## src/rtl/obstacle_pool_if.sv

```systemverilog
// Control and slot-readout bundle between the game logic and obstacle_pool.
// The master side is the game FSM / tick logic; the slave side is the pool itself.
interface obstacle_pool_if #(
   parameter int NUM_SLOTS = 4,
   parameter int X_W       = 13,
   parameter int TYPE_W    = 2,
   parameter int SCORE_W   = 10
);
   logic                        frame_tick;
   logic                        run;
   logic                        clear;
   logic [15:0]                 rand_in;
   logic [9:0]                  player_y;
   logic [NUM_SLOTS-1:0]        obj_active;
   logic [NUM_SLOTS*X_W-1:0]    obj_x;
   logic [NUM_SLOTS*TYPE_W-1:0] obj_type;
   logic [SCORE_W-1:0]          score;
   logic [4:0]                  speed;
   logic                        hit;
   logic                        busy;
   logic                        frame_done;
   logic                        overrun;

   modport master (
      output frame_tick, run, clear, rand_in, player_y,
      input  obj_active, obj_x, obj_type, score, speed, hit, busy, frame_done, overrun
   );

   modport slave (
      input  frame_tick, run, clear, rand_in, player_y,
      output obj_active, obj_x, obj_type, score, speed, hit, busy, frame_done, overrun
   );
endinterface

```

## src/rtl/obstacle_pool.sv

```systemverilog
// Obstacle slot pool: per-frame sequential walk (MOVE, SPAWN, HIT, DONE) over NUM_SLOTS slots.
// Define OBSTACLE_FLYING_EN to treat the all-ones type as a flying obstacle with a raised hit box.
module obstacle_pool #(
   parameter int NUM_SLOTS   = 4,
   parameter int X_W         = 13,
   parameter int SPAWN_X     = 640,
   parameter int DESPAWN_X   = -40,
   parameter int MIN_GAP     = 250,
   parameter int GAP_RAND_W  = 9,
   parameter int OBJ_W       = 18,
   parameter int OBJ_H       = 18,
   parameter int PLAYER_X    = 80,
   parameter int PLAYER_W    = 18,
   parameter int PLAYER_H    = 18,
   parameter int GROUND_Y    = 350,
   parameter int FLY_ALT     = 30,
   parameter int TYPE_W      = 2,
   parameter int SCORE_W     = 10,
   parameter int BASE_SPEED  = 4,
   parameter int SPEED_SHIFT = 4,
   parameter int MAX_SPEED   = 15
) (
   input logic            pclk,
   input logic            rst,
   obstacle_pool_if.slave bus
);
   localparam int IDX_W = (NUM_SLOTS > 1) ? $clog2(NUM_SLOTS) : 1;
   localparam int SW    = X_W + 2;
   localparam int SPW   = SCORE_W + 6;
   typedef logic signed [SW-1:0] sx_t;

   localparam logic [IDX_W-1:0] LAST_IDX = IDX_W'(NUM_SLOTS - 1);
   localparam sx_t DESPAWN_S = sx_t'(DESPAWN_X);
   localparam sx_t PL_L      = sx_t'(PLAYER_X);
   localparam sx_t PL_R      = sx_t'(PLAYER_X + PLAYER_W);
   localparam sx_t PL_HS     = sx_t'(PLAYER_H);
   localparam sx_t OBJ_WS    = sx_t'(OBJ_W);
   localparam sx_t GAP_BASE  = sx_t'(SPAWN_X - MIN_GAP);
   localparam sx_t GND_TOP   = sx_t'(GROUND_Y - OBJ_H);
   localparam sx_t GND_BOT   = sx_t'(GROUND_Y);
   localparam sx_t FLY_TOP   = sx_t'(GROUND_Y - FLY_ALT - OBJ_H);
   localparam sx_t FLY_BOT   = sx_t'(GROUND_Y - FLY_ALT);

   typedef enum logic [2:0] {IDLE, MOVE, SPAWN, HIT, DONE} state_t;

   state_t                            state_q;
   logic [IDX_W-1:0]                  idx_q;
   logic [IDX_W-1:0]                  last_q;
   logic [GAP_RAND_W-1:0]             gap_q;
   logic [NUM_SLOTS-1:0]              active_q;
   logic [NUM_SLOTS-1:0][X_W-1:0]     x_q;
   logic [NUM_SLOTS-1:0][TYPE_W-1:0]  type_q;
   logic [SCORE_W-1:0]                score_q;
   logic [4:0]                        speed_q;
   logic                              hit_q;
   logic                              busy_q;
   logic                              done_q;
   logic                              ovr_q;

   // Slot under the walk cursor: move result, pass/despawn tests, hit box.
   logic signed [X_W-1:0] cur_x;
   logic signed [X_W-1:0] new_x;
   logic signed [X_W-1:0] last_x;
   sx_t                   cur_e;
   sx_t                   new_e;
   sx_t                   gap_thr;
   sx_t                   py_e;
   sx_t                   box_top;
   sx_t                   box_bot;
   logic                  pass;
   logic                  despawn;
   logic                  overlap;
   logic                  is_fly;
   logic [IDX_W-1:0]      nxt_idx;
   logic                  spawn_ok;
   logic [SPW-1:0]        spd_sum;
   logic [4:0]            speed_d;
   logic [GAP_RAND_W+7:0] rand_ext;
   logic                  unused_rand;

   assign cur_x   = x_q[idx_q];
   assign new_x   = cur_x - X_W'(speed_q);
   assign cur_e   = sx_t'(cur_x);
   assign new_e   = sx_t'(new_x);
   assign pass    = (cur_e + OBJ_WS > PL_L) && (new_e + OBJ_WS <= PL_L);
   assign despawn = new_e < DESPAWN_S;

   assign nxt_idx  = (last_q == LAST_IDX) ? '0 : last_q + 1'b1;
   assign last_x   = x_q[last_q];
   assign gap_thr  = GAP_BASE - sx_t'(gap_q);
   assign spawn_ok = (~|active_q || sx_t'(last_x) < gap_thr) && !active_q[nxt_idx];

   // Gap field may reach past bit 15 of rand_in; those bits read as zero.
   assign rand_ext    = (GAP_RAND_W + 8)'(bus.rand_in);
   assign unused_rand = ^{bus.rand_in, rand_ext[7:0]};

`ifdef OBSTACLE_FLYING_EN
   assign is_fly = &type_q[idx_q];
`else
   assign is_fly = 1'b0;
`endif

   assign py_e    = sx_t'(bus.player_y);
   assign box_top = is_fly ? FLY_TOP : GND_TOP;
   assign box_bot = is_fly ? FLY_BOT : GND_BOT;
   assign overlap = (cur_e < PL_R) && (cur_e + OBJ_WS > PL_L) &&
                    (py_e < box_bot) && (py_e + PL_HS > box_top);

   assign spd_sum = SPW'(BASE_SPEED) + SPW'(score_q >> SPEED_SHIFT);
   assign speed_d = (spd_sum > SPW'(MAX_SPEED)) ? 5'(MAX_SPEED) : spd_sum[4:0];

   always_ff @(posedge pclk) begin
      if (rst) begin
         state_q  <= IDLE;
         idx_q    <= '0;
         last_q   <= LAST_IDX;
         gap_q    <= '0;
         active_q <= '0;
         for (int i = 0; i < NUM_SLOTS; i++) begin
            x_q[i]    <= X_W'(SPAWN_X);
            type_q[i] <= '0;
         end
         score_q  <= '0;
         speed_q  <= 5'(BASE_SPEED);
         hit_q    <= 1'b0;
         busy_q   <= 1'b0;
         done_q   <= 1'b0;
         ovr_q    <= 1'b0;
      end else if (bus.clear) begin
         state_q  <= IDLE;
         idx_q    <= '0;
         last_q   <= LAST_IDX;
         gap_q    <= '0;
         active_q <= '0;
         for (int i = 0; i < NUM_SLOTS; i++) begin
            x_q[i]    <= X_W'(SPAWN_X);
            type_q[i] <= '0;
         end
         score_q  <= '0;
         hit_q    <= 1'b0;
         busy_q   <= 1'b0;
         done_q   <= 1'b0;
         ovr_q    <= 1'b0;
      end else begin
         done_q <= 1'b0;
         // A tick only counts as an overrun when it would otherwise have started a walk.
         if (bus.frame_tick && bus.run && state_q != IDLE) ovr_q <= 1'b1;
         case (state_q)
            IDLE: begin
               if (bus.frame_tick && bus.run) begin
                  state_q <= MOVE;
                  idx_q   <= '0;
                  busy_q  <= 1'b1;
               end
            end
            MOVE: begin
               if (active_q[idx_q]) begin
                  x_q[idx_q] <= new_x;
                  if (despawn) active_q[idx_q] <= 1'b0;
                  if (pass && score_q != '1) score_q <= score_q + 1'b1;
               end
               if (idx_q == LAST_IDX) begin
                  idx_q   <= '0;
                  state_q <= SPAWN;
               end else begin
                  idx_q <= idx_q + 1'b1;
               end
            end
            SPAWN: begin
               if (spawn_ok) begin
                  active_q[nxt_idx] <= 1'b1;
                  x_q[nxt_idx]      <= X_W'(SPAWN_X);
                  type_q[nxt_idx]   <= bus.rand_in[TYPE_W-1:0];
                  last_q            <= nxt_idx;
                  gap_q             <= rand_ext[GAP_RAND_W+7:8];
               end
               state_q <= HIT;
            end
            HIT: begin
               if (active_q[idx_q] && overlap) hit_q <= 1'b1;
               if (idx_q == LAST_IDX) begin
                  idx_q   <= '0;
                  state_q <= DONE;
                  done_q  <= 1'b1;
                  speed_q <= speed_d;
               end else begin
                  idx_q <= idx_q + 1'b1;
               end
            end
            DONE: begin
               state_q <= IDLE;
               busy_q  <= 1'b0;
            end
            default: state_q <= IDLE;
         endcase
      end
   end

   assign bus.obj_active = active_q;
   assign bus.obj_x      = x_q;
   assign bus.obj_type   = type_q;
   assign bus.score      = score_q;
   assign bus.speed      = speed_q;
   assign bus.hit        = hit_q;
   assign bus.busy       = busy_q;
   assign bus.frame_done = done_q;
   assign bus.overrun    = ovr_q;
endmodule

```

## src/flat_wrapper.sv

```systemverilog
// flat-port wrapper written by rule: the top's interface ports become plain ports
module obstacle_pool_flat 
#(
   parameter int NUM_SLOTS   = 4,
   parameter int X_W         = 13,
   parameter int SPAWN_X     = 640,
   parameter int DESPAWN_X   = -40,
   parameter int MIN_GAP     = 250,
   parameter int GAP_RAND_W  = 9,
   parameter int OBJ_W       = 18,
   parameter int OBJ_H       = 18,
   parameter int PLAYER_X    = 80,
   parameter int PLAYER_W    = 18,
   parameter int PLAYER_H    = 18,
   parameter int GROUND_Y    = 350,
   parameter int FLY_ALT     = 30,
   parameter int TYPE_W      = 2,
   parameter int SCORE_W     = 10,
   parameter int BASE_SPEED  = 4,
   parameter int SPEED_SHIFT = 4,
   parameter int MAX_SPEED   = 15
)
  (pclk, rst, bus_frame_tick, bus_run, bus_clear, bus_rand_in, bus_player_y, bus_obj_active, bus_obj_x, bus_obj_type, bus_score, bus_speed, bus_hit, bus_busy, bus_frame_done, bus_overrun);
  obstacle_pool_if #(.NUM_SLOTS(NUM_SLOTS), .X_W(X_W), .TYPE_W(TYPE_W), .SCORE_W(SCORE_W)) bus_i ();
  input logic pclk;
  input logic rst;
  input wire logic [$bits(bus_i.frame_tick)-1:0] bus_frame_tick;
  input wire logic [$bits(bus_i.run)-1:0] bus_run;
  input wire logic [$bits(bus_i.clear)-1:0] bus_clear;
  input wire logic [$bits(bus_i.rand_in)-1:0] bus_rand_in;
  input wire logic [$bits(bus_i.player_y)-1:0] bus_player_y;
  output wire logic [$bits(bus_i.obj_active)-1:0] bus_obj_active;
  output wire logic [$bits(bus_i.obj_x)-1:0] bus_obj_x;
  output wire logic [$bits(bus_i.obj_type)-1:0] bus_obj_type;
  output wire logic [$bits(bus_i.score)-1:0] bus_score;
  output wire logic [$bits(bus_i.speed)-1:0] bus_speed;
  output wire logic [$bits(bus_i.hit)-1:0] bus_hit;
  output wire logic [$bits(bus_i.busy)-1:0] bus_busy;
  output wire logic [$bits(bus_i.frame_done)-1:0] bus_frame_done;
  output wire logic [$bits(bus_i.overrun)-1:0] bus_overrun;
  assign bus_i.frame_tick = bus_frame_tick;
  assign bus_i.run = bus_run;
  assign bus_i.clear = bus_clear;
  assign bus_i.rand_in = bus_rand_in;
  assign bus_i.player_y = bus_player_y;
  assign bus_obj_active = bus_i.obj_active;
  assign bus_obj_x = bus_i.obj_x;
  assign bus_obj_type = bus_i.obj_type;
  assign bus_score = bus_i.score;
  assign bus_speed = bus_i.speed;
  assign bus_hit = bus_i.hit;
  assign bus_busy = bus_i.busy;
  assign bus_frame_done = bus_i.frame_done;
  assign bus_overrun = bus_i.overrun;
  obstacle_pool #(.NUM_SLOTS(NUM_SLOTS), .X_W(X_W), .SPAWN_X(SPAWN_X), .DESPAWN_X(DESPAWN_X), .MIN_GAP(MIN_GAP), .GAP_RAND_W(GAP_RAND_W), .OBJ_W(OBJ_W), .OBJ_H(OBJ_H), .PLAYER_X(PLAYER_X), .PLAYER_W(PLAYER_W), .PLAYER_H(PLAYER_H), .GROUND_Y(GROUND_Y), .FLY_ALT(FLY_ALT), .TYPE_W(TYPE_W), .SCORE_W(SCORE_W), .BASE_SPEED(BASE_SPEED), .SPEED_SHIFT(SPEED_SHIFT), .MAX_SPEED(MAX_SPEED)) u_core (.pclk(pclk), .rst(rst), .bus(bus_i));
endmodule
```

## config.mk

```make
export PLATFORM = sky130hd
export DESIGN_NAME = obstacle_pool_flat
export DESIGN_NICKNAME = d
export VERILOG_FILES = /design/src/rtl/obstacle_pool_if.sv /design/src/rtl/obstacle_pool.sv /design/src/flat_wrapper.sv
export SDC_FILE = /design/constraint.sdc
export NUM_CORES = 1
export LEC_CHECK = 0
export BUFFER_PORTS_ARGS = -buffer_cell sky130_fd_sc_hd__buf_2
export CELL_PAD_IN_SITES_DETAIL_PLACEMENT = 0
export CELL_PAD_IN_SITES_GLOBAL_PLACEMENT = 1
export CORE_MARGIN = 3
export CORE_UTILIZATION = 33
export CTS_BUF_LIST = sky130_fd_sc_hd__clkbuf_8
export CTS_CLUSTER_SIZE = 24
export DETAILED_ROUTE_END_ITERATION = 10
export GPL_TIMING_DRIVEN = 0
export PLACE_DENSITY = 0.72
export SLEW_MARGIN = 10
export SYNTH_ARGS = -nofsm -noshare
export SYNTH_HDL_FRONTEND = slang
export SYNTH_SLANG_ARGS = --single-unit
export TNS_END_PERCENT = 1
```

## constraint.sdc

```tcl
create_clock -name pclk -period 6.19 [get_ports pclk]
set_input_delay 0.619 -clock pclk [delete_from_list [all_inputs] [get_ports pclk]]
set_output_delay 0.619 -clock pclk [all_outputs]
set_load 0.005 [all_outputs]
```

==> impl_metrics.toml, run 1 <==
[critical_path]
max_stage_delay_ps = 560
r2r_setup_slack_ps = 460
crit_path_cell_trace = "clkbuf_1 > clkbuf_2 > mux4_2 > inv_1 > ha_1 > inv_1 > fa_1 > a211o_1 > a2111o_1 > nor2_1 > xor2_1 > clkbuf_1 > nand4_1 > mux2i_1 > o221ai_1 > o211ai_2 > buf_2 > o31ai_1 > a21oi_1"
cp_top_family = "buffers and inverters"
crit_fanout = 10
critPathSlowestCell = "clkbuf_1"
endpoint_kind = "register"
path_buf_inv = 6
crit_type = "reg -> reg"
cp.arrival_ps = 5970
cp_data_required_time_ps = 6430
worstSetupStartpointType = "register"

[placement]
place_area_um2 = 6500
hpwl_um = 15200
portBuffers = 107
gp_congestion = 0.904

[yosys]
synth_area_per_cell_um2 = 9.27
synth.net_count = 675
async_flop_share_pct = 0
ys_seq_elements = 98
synth_edf_count = 0
synth_ff_type = "dfxtp_1"
ys_seq_area_share_pct = 34.5
netlist_instances = 614
yosys_warnings = 0
synthesis.area_um2 = 5690
synth_cell_types = 64
yosys-top-cells-area = "dfxtp_1 34%, mux4_2 9.9%, ha_1 6.4%"
yosysTopAreaCellShare_pct = 34.5
synth_top_cell_by_area = "dfxtp_1"

[sta]
rsz0062_at_grt = "false"
finalHoldViolCount = 0
fin_skew_ps = 15.3
finalCritPeriodShare_pct = 92.6
slew_headroom_pct = 23.9
timing.setup.tns_ps = 0
drv_slew = 0
worstMarginPinSlew_ps = 1130
min_period_ps = 5730
finalSetupViolCount = 0
fmax_mhz = 175

[die]
chipHeight_um = 137
start_util_pct = 34.0
die_area_um2 = 18900
rows = 47
core_um2 = 16800
ioPinCount = 114
die_width_um = 137

[clock_network]
cts.path.max_buffers = 2
cts.sinks = 98
cts_tree = "built"
clk_latency_ps = 380
numCtsBuffers = 9
root_buffer = "clkbuf_8"
htreeDepth = 3
postCtsHoldBufs = 0
path_clk_slew_ps = 100

[cells_and_area]
fin_util_pct = 40.1
fillers = 1687
stdcell_area_um2 = 6720
multi_input_area_um2 = 3480
layout_commonest_cell = "buf_2"
antennaDiodeCount = 0
layout_common_cells = "108 x buf_2, 98 x dfxtp_1, 70 x nand2_1"
fin_nets = 792
area_growth_pct = 18.0
drive_gt1_share_pct = 22.2
seq_area_um2 = 1960

[grt]
antenna_found_initial = 0
grt_use_met3_pct = 4.38
grt_max_degree = 17
met1_usage_pct = 28.3
met2_usage_pct = 33.5
grt_busiest_layer = "met2"
grt_use_total_pct = 20.8
grt_overflow = 0
grt_pass1_wl_um = 30100
grt_pass1_vias = 5320

[power]
p_seq_share_pct = 55.1
power_uw = 1140
power.share.switching_pct = 23.9
intPower_uw = 871
p_sw_uw = 273
pwr-share-clk_pct = 40.9
powerDensity_nw_per_um2 = 170
irDropWorstVdd_uv = 102
comb_power_share_pct = 4.0
p_leak_uw = 0.00282

[job]
cap_viol_max_count = 0

[route]
firstDrtPassIters = 5
ant_nets = 0
post-route-drc-count = 0
drt-initial-drc-count = 410
via_per_inst = 5.75
wl_um = 19700
vias = 5489
wl_per_cell_um = 20.6

[status]
status = "completed"

[worst_hold_path]
hp-class = "in -> reg"
==> worst register-to-register path, stage by stage (launching register included) <==
cell	delay, ps
dfxtp_1	380
clkbuf_1	560
clkbuf_2	460
mux4_2	440
inv_1	90
ha_1	190
inv_1	70
fa_1	390
a211o_1	320
a2111o_1	440
nor2_1	160
xor2_1	260
clkbuf_1	370
nand4_1	160
mux2i_1	170
o221ai_1	240
o211ai_2	260
buf_2	280
o31ai_1	260
a21oi_1	90
==> registers in the layout, summed over array words and instances (netlist names), 2 cells and up <==
| name | flops |
|---|---|
| u_core.bus.obj_x | 52 |
| u_core.bus.score | 10 |
| u_core.bus.obj_type | 8 |
| u_core.gap_q | 8 |
| u_core.bus.speed | 5 |
| u_core.bus.obj_active | 4 |
| u_core.state_q | 3 |
| u_core.idx_q | 2 |
| u_core.last_q | 2 |
==> area by class of cell <==
| class | count | share of cell area, % |
|---|---|---|
| buffer | 28 | 1.83 |
| tap | 220 | 4.10 |
| inverter | 33 | 1.84 |
| sequential | 98 | 29.2 |
| clock buffer | 9 | 1.84 |
| multi-input combinational | 454 | 51.9 |
| clock inverter | 6 | 1.34 |
| timing repair buffer | 107 | 7.97 |
==> synth_stat cells, types with 6 or more instances <==
cell,n
a21oi_1,35
a22o_1,27
a31oi_1,8
and3_1,10
clkbuf_1,21
dfxtp_1,98
ha_1,29
inv_1,33
mux2i_1,13
mux4_2,25
nand2_1,70
nand3_1,20
nor2_1,33
nor3_1,14
o211ai_1,11
o21a_1,6
o21ai_0,19
o2bb2ai_1,16
o31ai_1,6
or3_1,7
or4_1,6
xnor2_1,7
xor2_1,13
==> logic make-up after synthesis <==
group | count (synthesis) | synth area share, %
AO/OA/AOI/OAI | 170 | 22.2
XOR/XNOR | 20 | 3.08
adder cells (fa/ha/maj) | 30 | 6.73
buffers and inverters | 62 | 4.37
flip-flops | 98 | 34.5
multiplexers | 38 | 12.2
AND/OR/NAND/NOR | 196 | 17.0
==> power by group through the flow <==
| stage | Combinational, uW | Clock (uW) | Sequential, uW |
|---|---|---|---|
| finish | 46.0 | 468 | 631 |
| global route | 49.3 | 493 | 631 |
| CTS | 45.4 | 470 | 631 |
| detailed placement | 45.1 | 0 | 646 |
| global placement | 44.1 | 0 | 646 |
| floorplan | 22.3 | 0 | 646 |
==> per-layer routing <==
| layer | wire length (um) | part of all wire, % |
|---|---|---|
| met1 | 8810 | 45 |
| met2 | 9350 | 47 |
| met3 | 1270 | 6.5 |
| met4 | 260 | 1.3 |
| met5 | 0 | 0 |
==> timing repair <==
item,CTS,global route
hold endpoints to repair,0,0
buffers inserted,0,0
gates resized for setup,0,2
endpoints found under the setup margin,0,9
==> worst paths after layout <==
path                          startpoint                     end  depth (start not counted)
hold reg to reg   u_core.bus.obj_type[0]  u_core.bus.obj_type[0]                          2
setup reg to reg         u_core.idx_q[1]     u_core.bus.score[5]                         19
setup / recovery         u_core.idx_q[1]     u_core.bus.score[5]                         19
hold / removal           bus_rand_in[12]         u_core.gap_q[4]                          3
==> per-stage QoR <==
step	worst slack, ps	std cells	hold slack (ps)
floorplan	1400	614	444
global placement	444	941	447
detailed placement	345	941	455
CTS	329	956	444
global route	107	955	447
finish	459	955	452
Note: power is estimated with default switching activity, not from simulation.
==> inputs of run 2 (changes only) <==
--- a/config.mk
+++ b/config.mk
@@ -14,8 +14,8 @@
 export CTS_CLUSTER_SIZE = 24
 export DETAILED_ROUTE_END_ITERATION = 10
 export GPL_TIMING_DRIVEN = 0
-export PLACE_DENSITY = 0.72
-export SLEW_MARGIN = 10
+export PLACE_DENSITY = 0.65
+export SLEW_MARGIN = 20
 export SYNTH_ARGS = -nofsm -noshare
 export SYNTH_HDL_FRONTEND = slang
 export SYNTH_SLANG_ARGS = --single-unit
==> run 2 against run 1 <==
Critical path depth is 1 lower. Non-clock buffer count stayed put. Register-to-register slack worse by 90 ps.
==> impl_metrics.toml, run 2 (synthesis gave the netlist of run 1 again) <==
[cells_and_area]
fillers = 1758
drive_gt1_share_pct = 22.4
antennaDiodeCount = 0
layout_common_cells = "108 x buf_2, 98 x dfxtp_1, 70 x nand2_1"
layout_commonest_cell = "buf_2"
stdcell_area_um2 = 6730
final_cells = 956
area_growth_pct = 18.1
largest_reg_flops = 52
fin_util_pct = 40.1
fin_nets = 792

[critical_path]
cp_top_family = "compound AO/OA/AOI/OAI gates"
crit_fanout = 10
reg2regPathDepth = 18
r2r_end = "u_core.bus.score[1]"
crit_type = "reg -> reg"
path_buf_inv = 5
worstSetupStartpointType = "register"
max_stage_delay_ps = 600
cp_data_required_time_ps = 6450
endpoint_kind = "register"
crit_path_cell_trace = "clkbuf_1 > clkbuf_2 > mux4_2 > inv_1 > ha_1 > inv_1 > fa_1 > a211o_1 > and2_1 > nor2_1 > a2bb2oi_1 > o211ai_1 > o311ai_0 > a221oi_2 > o211ai_2 > buf_2 > mux2i_1 > nor2_1"
critPathSlowestCell = "nor2_1"
r2r_setup_slack_ps = 370
cp.arrival_ps = 6080
timing.rr.start = "u_core.idx_q[1]"

[status]
status = "completed"

[grt]
grt_use_total_pct = 21.4
grt_overflow = 0
grt_pass1_vias = 5295
grt_pass1_wl_um = 30500
grt_max_degree = 20
antenna_found_initial = 0

[job]
cap_viol_max_count = 0

[power]
intPower_uw = 844
powerDensity_nw_per_um2 = 171
p_sw_uw = 304
p_leak_uw = 0.00282
pwr-share-clk_pct = 41.0
p_seq_share_pct = 55.0
comb_power_share_pct = 4.0
power.share.switching_pct = 26.5
power_uw = 1150
irDropWorstVdd_uv = 96.5

[route]
firstDrtPassIters = 6
wl_um = 20100
via_per_inst = 5.78
drt-initial-drc-count = 418
wl_per_cell_um = 21.0
post-route-drc-count = 0
vias = 5529
ant_nets = 0

[sta]
finalCritPeriodShare_pct = 94.0
rsz0062_at_grt = "false"
drv_slew = 0
fin_skew_ps = 18.4
finalHoldViolCount = 0
fmax_mhz = 172
timing.setup.tns_ps = 0
min_period_ps = 5820
slew_headroom_pct = 27.4
worstMarginPinSlew_ps = 1090
finalSetupViolCount = 0

[die]
rows = 47
ioPinCount = 114
core_um2 = 16800
die_area_um2 = 18900
chipHeight_um = 137
die_width_um = 137
start_util_pct = 34.0

[clock_network]
htreeDepth = 3
root_buffer = "clkbuf_8"
cts_setup_buffers = 0
cts.path.max_buffers = 2
cts.sinks = 98
cts_resized = 0
cts_tree = "built"
postCtsHoldBufs = 0
numCtsBuffers = 9
clk_latency_ps = 400
path_clk_slew_ps = 110

[placement]
portBuffers = 107
place_inst = 941
hpwl_um = 15300
place_area_um2 = 6500
gp_congestion = 0.853

[worst_hold_path]
holdPathEnd = "u_core.gap_q[2]"
holdCritStartpoint = "bus_rand_in[10]"
worstHoldPathCells = 3
hp-class = "in -> reg"
## run 2: power groups by stage
| stage | Combinational [uW] | Sequential (uW) | Clock (uW) |
|---|---|---|---|
| 6_report | 46.5 | 631 | 470 |
| 5_1_grt | 50.7 | 631 | 506 |
| 4_1_cts | 46.1 | 631 | 477 |
| 3_5_place_dp | 45.9 | 646 | 0 |
| 3_3_place_gp | 44.9 | 645 | 0 |
| 2_1_floorplan | 22.3 | 646 | 0 |
## run 2: worst max-delay path by stage
stage | from | endpoint | slack [ps] | depth (start not counted)
after floorplan | u_core.idx_q[0] | u_core.bus.score[5] | 1400 | 18
after global placement | u_core.idx_q[1] | u_core.bus.score[5] | 380 | 18
after detailed placement | u_core.idx_q[1] | u_core.bus.score[1] | 260 | 18
after CTS | u_core.idx_q[1] | u_core.bus.score[1] | 230 | 18
after global routing | u_core.idx_q[1] | u_core.bus.score[0] | 70 | 18
final | u_core.idx_q[1] | u_core.bus.score[1] | 370 | 18
## run 2: tightest hold or removal path, stage by stage
cell	delay (ps)
buf_2	80
nand3_1	50
o21ai_0	60
## run 2: cell type report
| cell class | count | area, um2 | share of cell area, % |
|---|---|---|---|
| clock inverters | 7 | 93.8 | 1.40 |
| clock buffers | 9 | 124 | 1.84 |
| plain buffers | 28 | 123 | 1.82 |
| repair buffers | 107 | 536 | 7.96 |
| flip-flops and latches | 98 | 1960 | 29.2 |
| multi-input cells | 454 | 3490 | 51.9 |
| inverters | 33 | 124 | 1.84 |
| well taps | 220 | 275 | 4.09 |
## run 2: per-layer routing
metal	routed length, um	track usage, %	vias to the layer above
li1	-	-	2574
met1	8970	29.0	2719
met2	9150	33.8	199
met3	1350	4.75	37
met4	578	7.15	0
met5	0	0	-
## run 2: metrics by stage
stage	setup WS, ps	hold WS [ps]
global placement	376	446
detailed placement	260	448
CTS	229	424
finish	372	438
floorplan	1400	444
global route	66.8	427
==> inputs of run 3 (changes only) <==
==> constraint.sdc (replaced) <==
create_clock -name pclk -period 6.94 [get_ports pclk]
set_input_delay 0.694 -clock pclk [delete_from_list [all_inputs] [get_ports pclk]]
set_output_delay 0.694 -clock pclk [all_outputs]
set_load 0.005 [all_outputs]
==> run 3 against run 2 <==
Sequential power is 11% lower. Critical endpoint unchanged. Worst hold slack improved by 30 ps. Critical path type unchanged. Via count decreased by 0.61%. Clock skew decreased by 5.4 ps. Global-route usage unchanged. Critical path depth is the same. Power shrank 11%. Routed wire length rose by 0.18%. Final area is essentially flat.
==> impl_metrics.toml, run 3 (synthesis gave the netlist of run 1 again) <==
[status]
status = "completed"

[sta]
min_period_ps = 6020
fin_skew_ps = 13.1
rsz0062_at_grt = "false"
finalSetupViolCount = 0
finalCritPeriodShare_pct = 86.8
slew_headroom_pct = 17.6
finalHoldViolCount = 0
worst_slack_ps = 918
drv_slew = 0
worstMarginPinSlew_ps = 1230
fmax_mhz = 166
timing.setup.tns_ps = 0

[cells_and_area]
antennaDiodeCount = 0
fin_nets = 793
largest_reg_flops = 52
drive_gt1_share_pct = 22.3
layout_commonest_cell = "buf_2"
layout_common_cells = "108 x buf_2, 98 x dfxtp_1, 70 x nand2_1"
area_growth_pct = 18.2

[route]
firstDrtPassIters = 5
drt-initial-drc-count = 418
wl_um = 20100
wl_per_cell_um = 21.0
via_per_inst = 5.74
vias = 5495
post-route-drc-count = 0
ant_nets = 0

[die]
die_area_um2 = 18900
die_width_um = 137
ioPinCount = 114
start_util_pct = 34.0
rows = 47
chipHeight_um = 137
core_um2 = 16800

[clock_network]
postCtsHoldBufs = 0
cts_tree = "built"
clk_latency_ps = 390
cts.sinks = 98
cts.path.max_buffers = 2
root_buffer = "clkbuf_8"
htreeDepth = 3
cts_resized = 0
cts_setup_buffers = 0
path_clk_slew_ps = 110
numCtsBuffers = 9

[power]
powerDensity_nw_per_um2 = 152
irDropWorstVdd_uv = 86.1
p_leak_uw = 0.00282

[grt]
grt_use_total_pct = 21.4
grt_pass1_wl_um = 30500
grt_pass1_vias = 5295
grt_overflow = 0
grt_max_degree = 20
antenna_found_initial = 0

[placement]
portBuffers = 107
hpwl_um = 15300
dpl_worst_slack_ps = 1010
gp_congestion = 0.853

[job]
cap_viol_max_count = 0

[critical_path]
cp_data_required_time_ps = 7210
crit_fanout = 10
worstSetupStartpointType = "register"
endpoint_kind = "register"
crit_type = "reg -> reg"
cp.arrival_ps = 6290
max_stage_delay_ps = 670
reg2regPathDepth = 18
critPathSlowestCell = "clkbuf_1"
crit_path_cell_trace = "clkbuf_1 > clkbuf_1 > mux4_2 > inv_1 > ha_1 > inv_1 > fa_1 > a211o_1 > and2_1 > nor2_1 > a2bb2oi_1 > o211ai_1 > o311ai_0 > a221oi_2 > o211ai_2 > buf_2 > mux2i_1 > nor2_1"

[worst_hold_path]
hp-class = "reg -> reg"
worstHoldPathCells = 2
-- run 3: worst max-delay path, delay by kind of cell, from the launching register on --
family	cells	cell delay, ps
compound gates	6	1700
buf+inv	5	1670
simple gates	3	830
mux	2	690
fa+ha+maj	2	620
flops	1	370
-- run 3: cell type report --
type	count	area [um2]
Fill cell	1759	10000
Multi-Input combinational cell	454	3490
Sequential cell	98	1960
Timing Repair Buffer	107	536
Tap cell	220	275
Buffer	29	125
Clock buffer	9	124
Inverter	33	124
Clock inverter	7	93.8
-- run 3: metrics by stage --
| step | instance area [um2] | hold slack, ps | instances | util (%) | power (uW) |
|---|---|---|---|---|---|
| 6_report | 6730 | 467 | 957 | 40.1 | 1020 |
| 5_1_grt | 6730 | 492 | 957 | 40.1 | 1060 |
| 4_1_cts | 6720 | 471 | 957 | 40.1 | 1030 |
| 3_5_place_dp | 6500 | 448 | 941 | 38.8 | 617 |
| 3_3_place_gp | 6500 | 446 | 941 | 38.8 | 616 |
| 2_1_floorplan | 5690 | 444 | 614 | - | 596 |
-- run 3: where the power goes --
group / leakage [uW] / internal, uW / switching, uW
combinational: 0.00192 / 12.4 / 29.4
sequential: 0.000790 / 563 / 0.264
clock: 0.000107 / 177 / 239
total: 0.00282 / 752 / 269
-- run 3: path summary, 6_finish.rpt --
check	startpoint	endpoint	slack [ps]
setup / recovery	u_core.idx_q[1]	u_core.bus.score[1]	920
hold / removal	u_core.bus.obj_type[0]	u_core.bus.obj_type[0]	470
setup reg to reg	u_core.idx_q[1]	u_core.bus.score[1]	920
hold reg to reg	u_core.bus.obj_type[0]	u_core.bus.obj_type[0]	470
-- run 3: routing by layer --
layer / GRT usage, % / wire, um
met5: 0 / 0
met4: 7.15 / 556
met3: 4.75 / 1430
met2: 33.8 / 9210
met1: 29.0 / 8890
